<file path="config.mk">
export PLATFORM = sky130hd
export DESIGN_NAME = xor_descrambler
export DESIGN_NICKNAME = d
export VERILOG_FILES = /design/src/rtl/xor_descrambler.sv
export SDC_FILE = /design/constraint.sdc
export NUM_CORES = 1
export LEC_CHECK = 0
export CELL_PAD_IN_SITES_DETAIL_PLACEMENT = 0
export CELL_PAD_IN_SITES_GLOBAL_PLACEMENT = 1
export CORE_ASPECT_RATIO = 0.7
export CORE_MARGIN = 2
export CORE_UTILIZATION = 40
export CTS_CLUSTER_SIZE = 16
export DETAILED_ROUTE_END_ITERATION = 10
export PLACE_DENSITY = 0.78
export REMOVE_ABC_BUFFERS = 1
export SLEW_MARGIN = 20
export SYNTH_ARGS = -nofsm -noshare
export SYNTH_HDL_FRONTEND = slang
export SYNTH_SLANG_ARGS = --single-unit
</file>
<file path="constraint.sdc">
create_clock -name clk -period 1.8 [get_ports clk]
set_input_delay 0.45 -clock clk [delete_from_list [all_inputs] [get_ports clk]]
set_output_delay 0.45 -clock clk [all_outputs]
set_load 0.005 [all_outputs]
</file>
<file path="src/rtl/xor_descrambler.sv">
// Self-synchronizing serial descrambler for the x^LEN + x^TAP_B + 1 XOR
// scrambler. One scrambled bit enters per accepted transfer; the original
// data bit is recovered by XOR-ing it with two delayed copies of the raw
// received stream. A single output register sits between a valid/ready
// input port and a valid/ready output port.
//
// Handshake semantics (both ports): a transfer happens on a rising edge
// where valid and ready are both 1. A valid source holds its data stable
// until that edge, and ready may depend combinationally on downstream ready
// (in_ready = ~out_valid | out_ready), so the block runs at 1 bit/cycle
// while still honouring backpressure with no extra buffering.

module xor_descrambler #(
  parameter int LEN   = 7,
  parameter int TAP_A = 7,
  parameter int TAP_B = 4
) (
  input  logic        clk,
  input  logic        rst_n,
  input  logic        clr,
  input  logic        bypass,
  input  logic        in_bit,
  input  logic        in_valid,
  output logic        in_ready,
  output logic        out_bit,
  output logic        out_valid,
  input  logic        out_ready,
  output logic        locked,
  output logic [15:0] bit_count,
  output logic [0:0]  dbg_state
);

  // Fill counter spans 0..LEN inclusive.
  localparam int FW = $clog2(LEN + 1);
  localparam logic [FW-1:0] FILL_FULL = FW'(LEN);
  localparam logic [FW-1:0] FILL_LAST = FW'(LEN - 1);

  // Lock FSM encoding.
  localparam logic [0:0] ST_FILL = 1'b0;
  localparam logic [0:0] ST_LOCK = 1'b1;

  // Reject parameter sets that do not describe a valid two-tap scrambler.
  if (LEN < 3 || LEN > 16) begin : g_bad_len
    $error("xor_descrambler: LEN must be in 3..16");
  end
  if (TAP_A != LEN) begin : g_bad_tap_a
    $error("xor_descrambler: TAP_A must equal LEN");
  end
  if (TAP_B < 1 || TAP_B >= TAP_A) begin : g_bad_tap_b
    $error("xor_descrambler: TAP_B must satisfy 1 <= TAP_B < TAP_A");
  end

  // Registered state and its next-state values.
  logic [LEN-1:0] hist_q,      hist_d;
  logic [FW-1:0]  fill_q,      fill_d;
  logic [0:0]     state_q,     state_d;
  logic           out_bit_q,   out_bit_d;
  logic           out_valid_q, out_valid_d;
  logic           out_lock_q,  out_lock_d;
  logic [15:0]    count_q,     count_d;

  logic accept;
  logic xfer;
  logic descr_bit;

  // Handshake qualifiers; in_ready opens whenever the output register is
  // empty or is being drained on this same edge.
  always_comb begin
    in_ready = ~out_valid_q | out_ready;
    accept   = in_valid & in_ready;
    xfer     = out_valid_q & out_ready;
  end

  // Descrambled bit: the history holds raw line bits, so the taps see
  // exactly what the remote scrambler fed back, which makes the block
  // self-synchronizing after LEN bits.
  always_comb begin
    descr_bit = in_bit ^ hist_q[TAP_A-1] ^ hist_q[TAP_B-1];
  end

  // Next-state logic. clr outranks every handshake: a concurrent accept is
  // dropped and a concurrent output transfer simply completes.
  always_comb begin
    hist_d      = hist_q;
    fill_d      = fill_q;
    state_d     = state_q;
    out_bit_d   = out_bit_q;
    out_valid_d = out_valid_q;
    out_lock_d  = out_lock_q;
    count_d     = count_q;

    if (clr) begin
      hist_d      = '0;
      fill_d      = '0;
      state_d     = ST_FILL;
      out_bit_d   = 1'b0;
      out_valid_d = 1'b0;
      out_lock_d  = 1'b0;
      count_d     = '0;
    end else if (accept) begin
      // bypass only selects the output value; history always records the
      // raw line bit so descrambling resumes cleanly when bypass drops.
      out_bit_d   = bypass ? in_bit : descr_bit;
      out_valid_d = 1'b1;
      // The bit is trustworthy only if the history was already full before
      // this bit arrived, which is exactly the LOCK state.
      out_lock_d  = (state_q == ST_LOCK);
      hist_d      = {hist_q[LEN-2:0], in_bit};
      if (fill_q != FILL_FULL) begin
        fill_d = fill_q + FW'(1);
      end
      if (count_q != 16'hFFFF) begin
        count_d = count_q + 16'd1;
      end
      // FILL -> LOCK when this accept completes the history. There is no
      // path back to FILL except clr or reset.
      if (state_q == ST_FILL && fill_q == FILL_LAST) begin
        state_d = ST_LOCK;
      end
    end else if (xfer) begin
      out_valid_d = 1'b0;
    end
  end

  // State registers with asynchronous active-low reset.
  always_ff @(posedge clk or negedge rst_n) begin
    if (!rst_n) begin
      hist_q      <= '0;
      fill_q      <= '0;
      state_q     <= ST_FILL;
      out_bit_q   <= 1'b0;
      out_valid_q <= 1'b0;
      out_lock_q  <= 1'b0;
      count_q     <= '0;
    end else begin
      hist_q      <= hist_d;
      fill_q      <= fill_d;
      state_q     <= state_d;
      out_bit_q   <= out_bit_d;
      out_valid_q <= out_valid_d;
      out_lock_q  <= out_lock_d;
      count_q     <= count_d;
    end
  end

  // Output drive from registered state.
  always_comb begin
    out_bit   = out_bit_q;
    out_valid = out_valid_q;
    locked    = out_lock_q;
    bit_count = count_q;
    dbg_state = state_q;
  end

endmodule

</file>
==> out/metrics.yaml <==
grt:
  antenna_violations_before_repair: 0
  grt_first_pass_wirelength_um: 5950
  grt_overflow_total: 0
  grt_use_total_pct: 16.7
  first_global_vias: 1303
  maximum_number_of_pins_on_one_net_before_global_route_repair: 31
critical_path:
  r2r_slack_ps: 120
  crit_path_cell_trace: "clkdlybuf4s50_1 -> nand2b_4 -> nand3_2 -> nor4_1 -> mux2_2"
  worst_setup_path_start_kind: "input port"
  ff2ff_path_depth: 5
  worstSetupPathType: "input port to register"
  timing.critical_path.fanout_max: 7
  endpoint: "bit_count[13]"
  arrival_ps: 1920
  critical_path_required_ps: 1970
  critical-path-slowest-cell: "clkdlybuf4s50_1"
  regToRegEndpoint: "bit_count[15]"
  regToRegStartpoint: "bit_count[0]"
  crit_path_max_incr_delay_ps: 450
  setup.worst_path.end_class: "register"
  cp-startpoint: "out_ready"
job:
  drv_cap: 0
power_and_ir_drop:
  p_clk_share_pct: 43.4
  power_leakage_nw: 0.949
  total_power_draw_mw: 1.48
  internal_dissipation_mw: 1.14
  logic_pwr_share_pct: 9.2
  net_switching_fraction_of_the_power_pct: 22.7
  power_per_cell_area_nw_per_um2: 674
  pwr-share-seq_pct: 47.4
  irDropWorstVdd_mv: 0.485
  net-switching-power_mw: 0.334
timing:
  setup_violations: 0
  final.setup_skew_ps: 5.36
  timing_worst_slew_pin_value_ps: 460
  final.setup.worst_slack_ps: 44.4
  max-slew-margin-rel_pct: 69.1
  max_freq_mhz: 570
  timing_hold_violations_final: 0
  final.period_utilization_pct: 97.5
  finalWorstPathRequiredPeriod_ps: 1760
  grt_setup_unrepaired: "true"
  finalMaxSlewViolations: 0
floorplan:
  row_count: 19
  floorplan.io_pins: 28
  die_span_in_y_um: 57.4
  chipWidth_um: 80.2
  total_die_area_um2: 4600
  initial_utilization_pct: 41.5
  core_area_um2: 3920
routing:
  detailroute.via_count: 1378
  remaining_design_rule_violation_count: 0
  drt-total-wl_um: 3600
  first_iter_violations: 42
  drt-wirelength-per-cell_um: 13.8
  drt_first_pass_iters: 4
  antenna_left: 0
  via_density_per_instance: 5.28
layout:
  antenna_cells: 0
  final_common_cell: "dfrtp_1"
  layout.cells.most_common_list: "dfrtp_1 (28), clkdlybuf4s50_1 (26), nand2_1 (21)"
  finish.net_count: 219
  drive_above_1_share_pct: 22.0
  flow.area_growth_from_synthesis_pct: 34.5
synth:
  ys_async_sr_fraction_pct: 100
  syn_area_per_cell_um2: 9.74
  ys_ff_latch: 30
  yosys_warnings: 0
  synthesis.area_um2: 1630
  synthCells: 167
  dominantRegCellSynth: "dfrtp_1"
  synth_sequential_area_ratio_pct: 46.2
  post_synth_num_cell_types: 39
  synth-edff-count: 0
clocking:
  clk_pin_slew_worst_setup_hold_paths_ps: 60
  cts.hold.buffers_added: 0
  clock_sink_count: 30
  cts_max_path_buffers: 2
  tritoncts: "done"
  clock_insertion_delay_worst_skew_ps: 280
  cts.root.buffer_cell: "clkbuf_8"
  tritoncts.num_buffers: 5
  htree_levels: 2
  cts_setup_buffers: 0
place:
  gp_congestion: 0.773
  port-buffer-count: 27
  post-place-ws_ps: -365
  hpwlAfterDp_um: 2570
min_path:
  holdCritPathClass: "register to register"
status:
  status: "complete, no violations"
-- cell families after synthesis --
kind of cell	share of synthesized area, %
adder cells (fa/ha/maj)	3.08
flip-flops	46.2
buffers and inverters	2.38
AO/OA/AOI/OAI	10.5
AND/OR/NAND/NOR	30.8
multiplexers	5.38
XOR/XNOR	1.62
-- synthesized netlist by cell type, types with 2 or more instances --
cell,number,area (um2)
o21ai_0,4,20.0
nor4_1,5,31.3
dfrtp_1,30,751
a21oi_1,16,80.1
nor2_1,13,48.8
nand2b_1,4,25.0
mux2_2,6,67.6
and3_1,2,12.5
nor2b_1,7,43.8
nand4_2,2,25.0
ha_1,4,50.1
nand2_1,21,78.8
nor3_1,3,15.0
a211oi_1,4,30.0
inv_1,3,11.3
and2_2,2,15.0
a31oi_1,4,25.0
nand4_1,3,18.8
xnor2_1,3,26.3
or4_1,2,15.0
mux2i_1,2,20.0
or3_1,3,18.8
nand3_1,2,10.0
clkbuf_1,6,22.5
and4_1,2,17.5
-- worst min path at each step --
stage	cells after the start	endpoint	slack [ps]	from
finish	2	hist_q[3]	520	hist_q[2]
global route	2	hist_q[3]	550	hist_q[2]
CTS	2	hist_q[3]	530	hist_q[2]
detailed placement	2	hist_q[3]	520	hist_q[2]
global placement	2	dbg_state	500	dbg_state
floorplan	0	bit_count[0]	150	rst_n
-- worst max-delay path, delay by kind of cell --
kind                   cells  cell delay, ps
buffers and inverters      1             450
muxes                      1             370
and+or+nand+nor            3             650
-- metrics by stage --
stage	area (um2)	setup TNS (ps)	util, %	hold WS (ps)	instances
2_1_floorplan	1600	0	-	154	160
3_3_place_gp	2050	-4290	52.3	504	253
5_1_grt	2190	-64.8	55.8	550	261
4_1_cts	2170	0	55.3	525	261
3_5_place_dp	2050	-5430	52.3	516	253
6_report	2190	0	55.8	522	261
-- sequential cells by signal, summed over array words and instances, names as in the netlist --
name       cells
fill_q         3
bit_count     16
locked         1
out_bit        1
dbg_state      1
out_valid      1
hist_q         7
-- repair_timing --
action | CTS | global route
endpoints found under the setup margin | 6 | 7
pin swaps | 0 | 0
gates resized for setup | 3 | 5
-- power groups by stage --
stage	clock network, mW	logic, mW	registers [mW]
2_1_floorplan	0	0.0445	0.709
3_3_place_gp	0	0.134	0.709
3_5_place_dp	0	0.137	0.711
4_1_cts	0.661	0.138	0.699
5_1_grt	0.691	0.150	0.700
6_report	0.641	0.136	0.699
-- area by class of cell --
| type | instances | area, um2 |
|---|---|---|
| well taps | 52 | 65.1 |
| fillers | 347 | 1730 |
| flip-flops and latches | 30 | 753 |
| clock buffers | 8 | 110 |
| inverters | 3 | 11.3 |
| repair buffers | 41 | 387 |
| multi-input cells | 127 | 862 |
-- routing by layer --
layer	vias up	track usage [%]	part of all wire, %
met1	670	23.8	50
li1	686	-	-
met5	-	0	0
met2	19	25.4	46
met3	3	4.27	3.2
met4	0	5.08	0.89
Note: power is estimated with default switching activity, not from simulation.
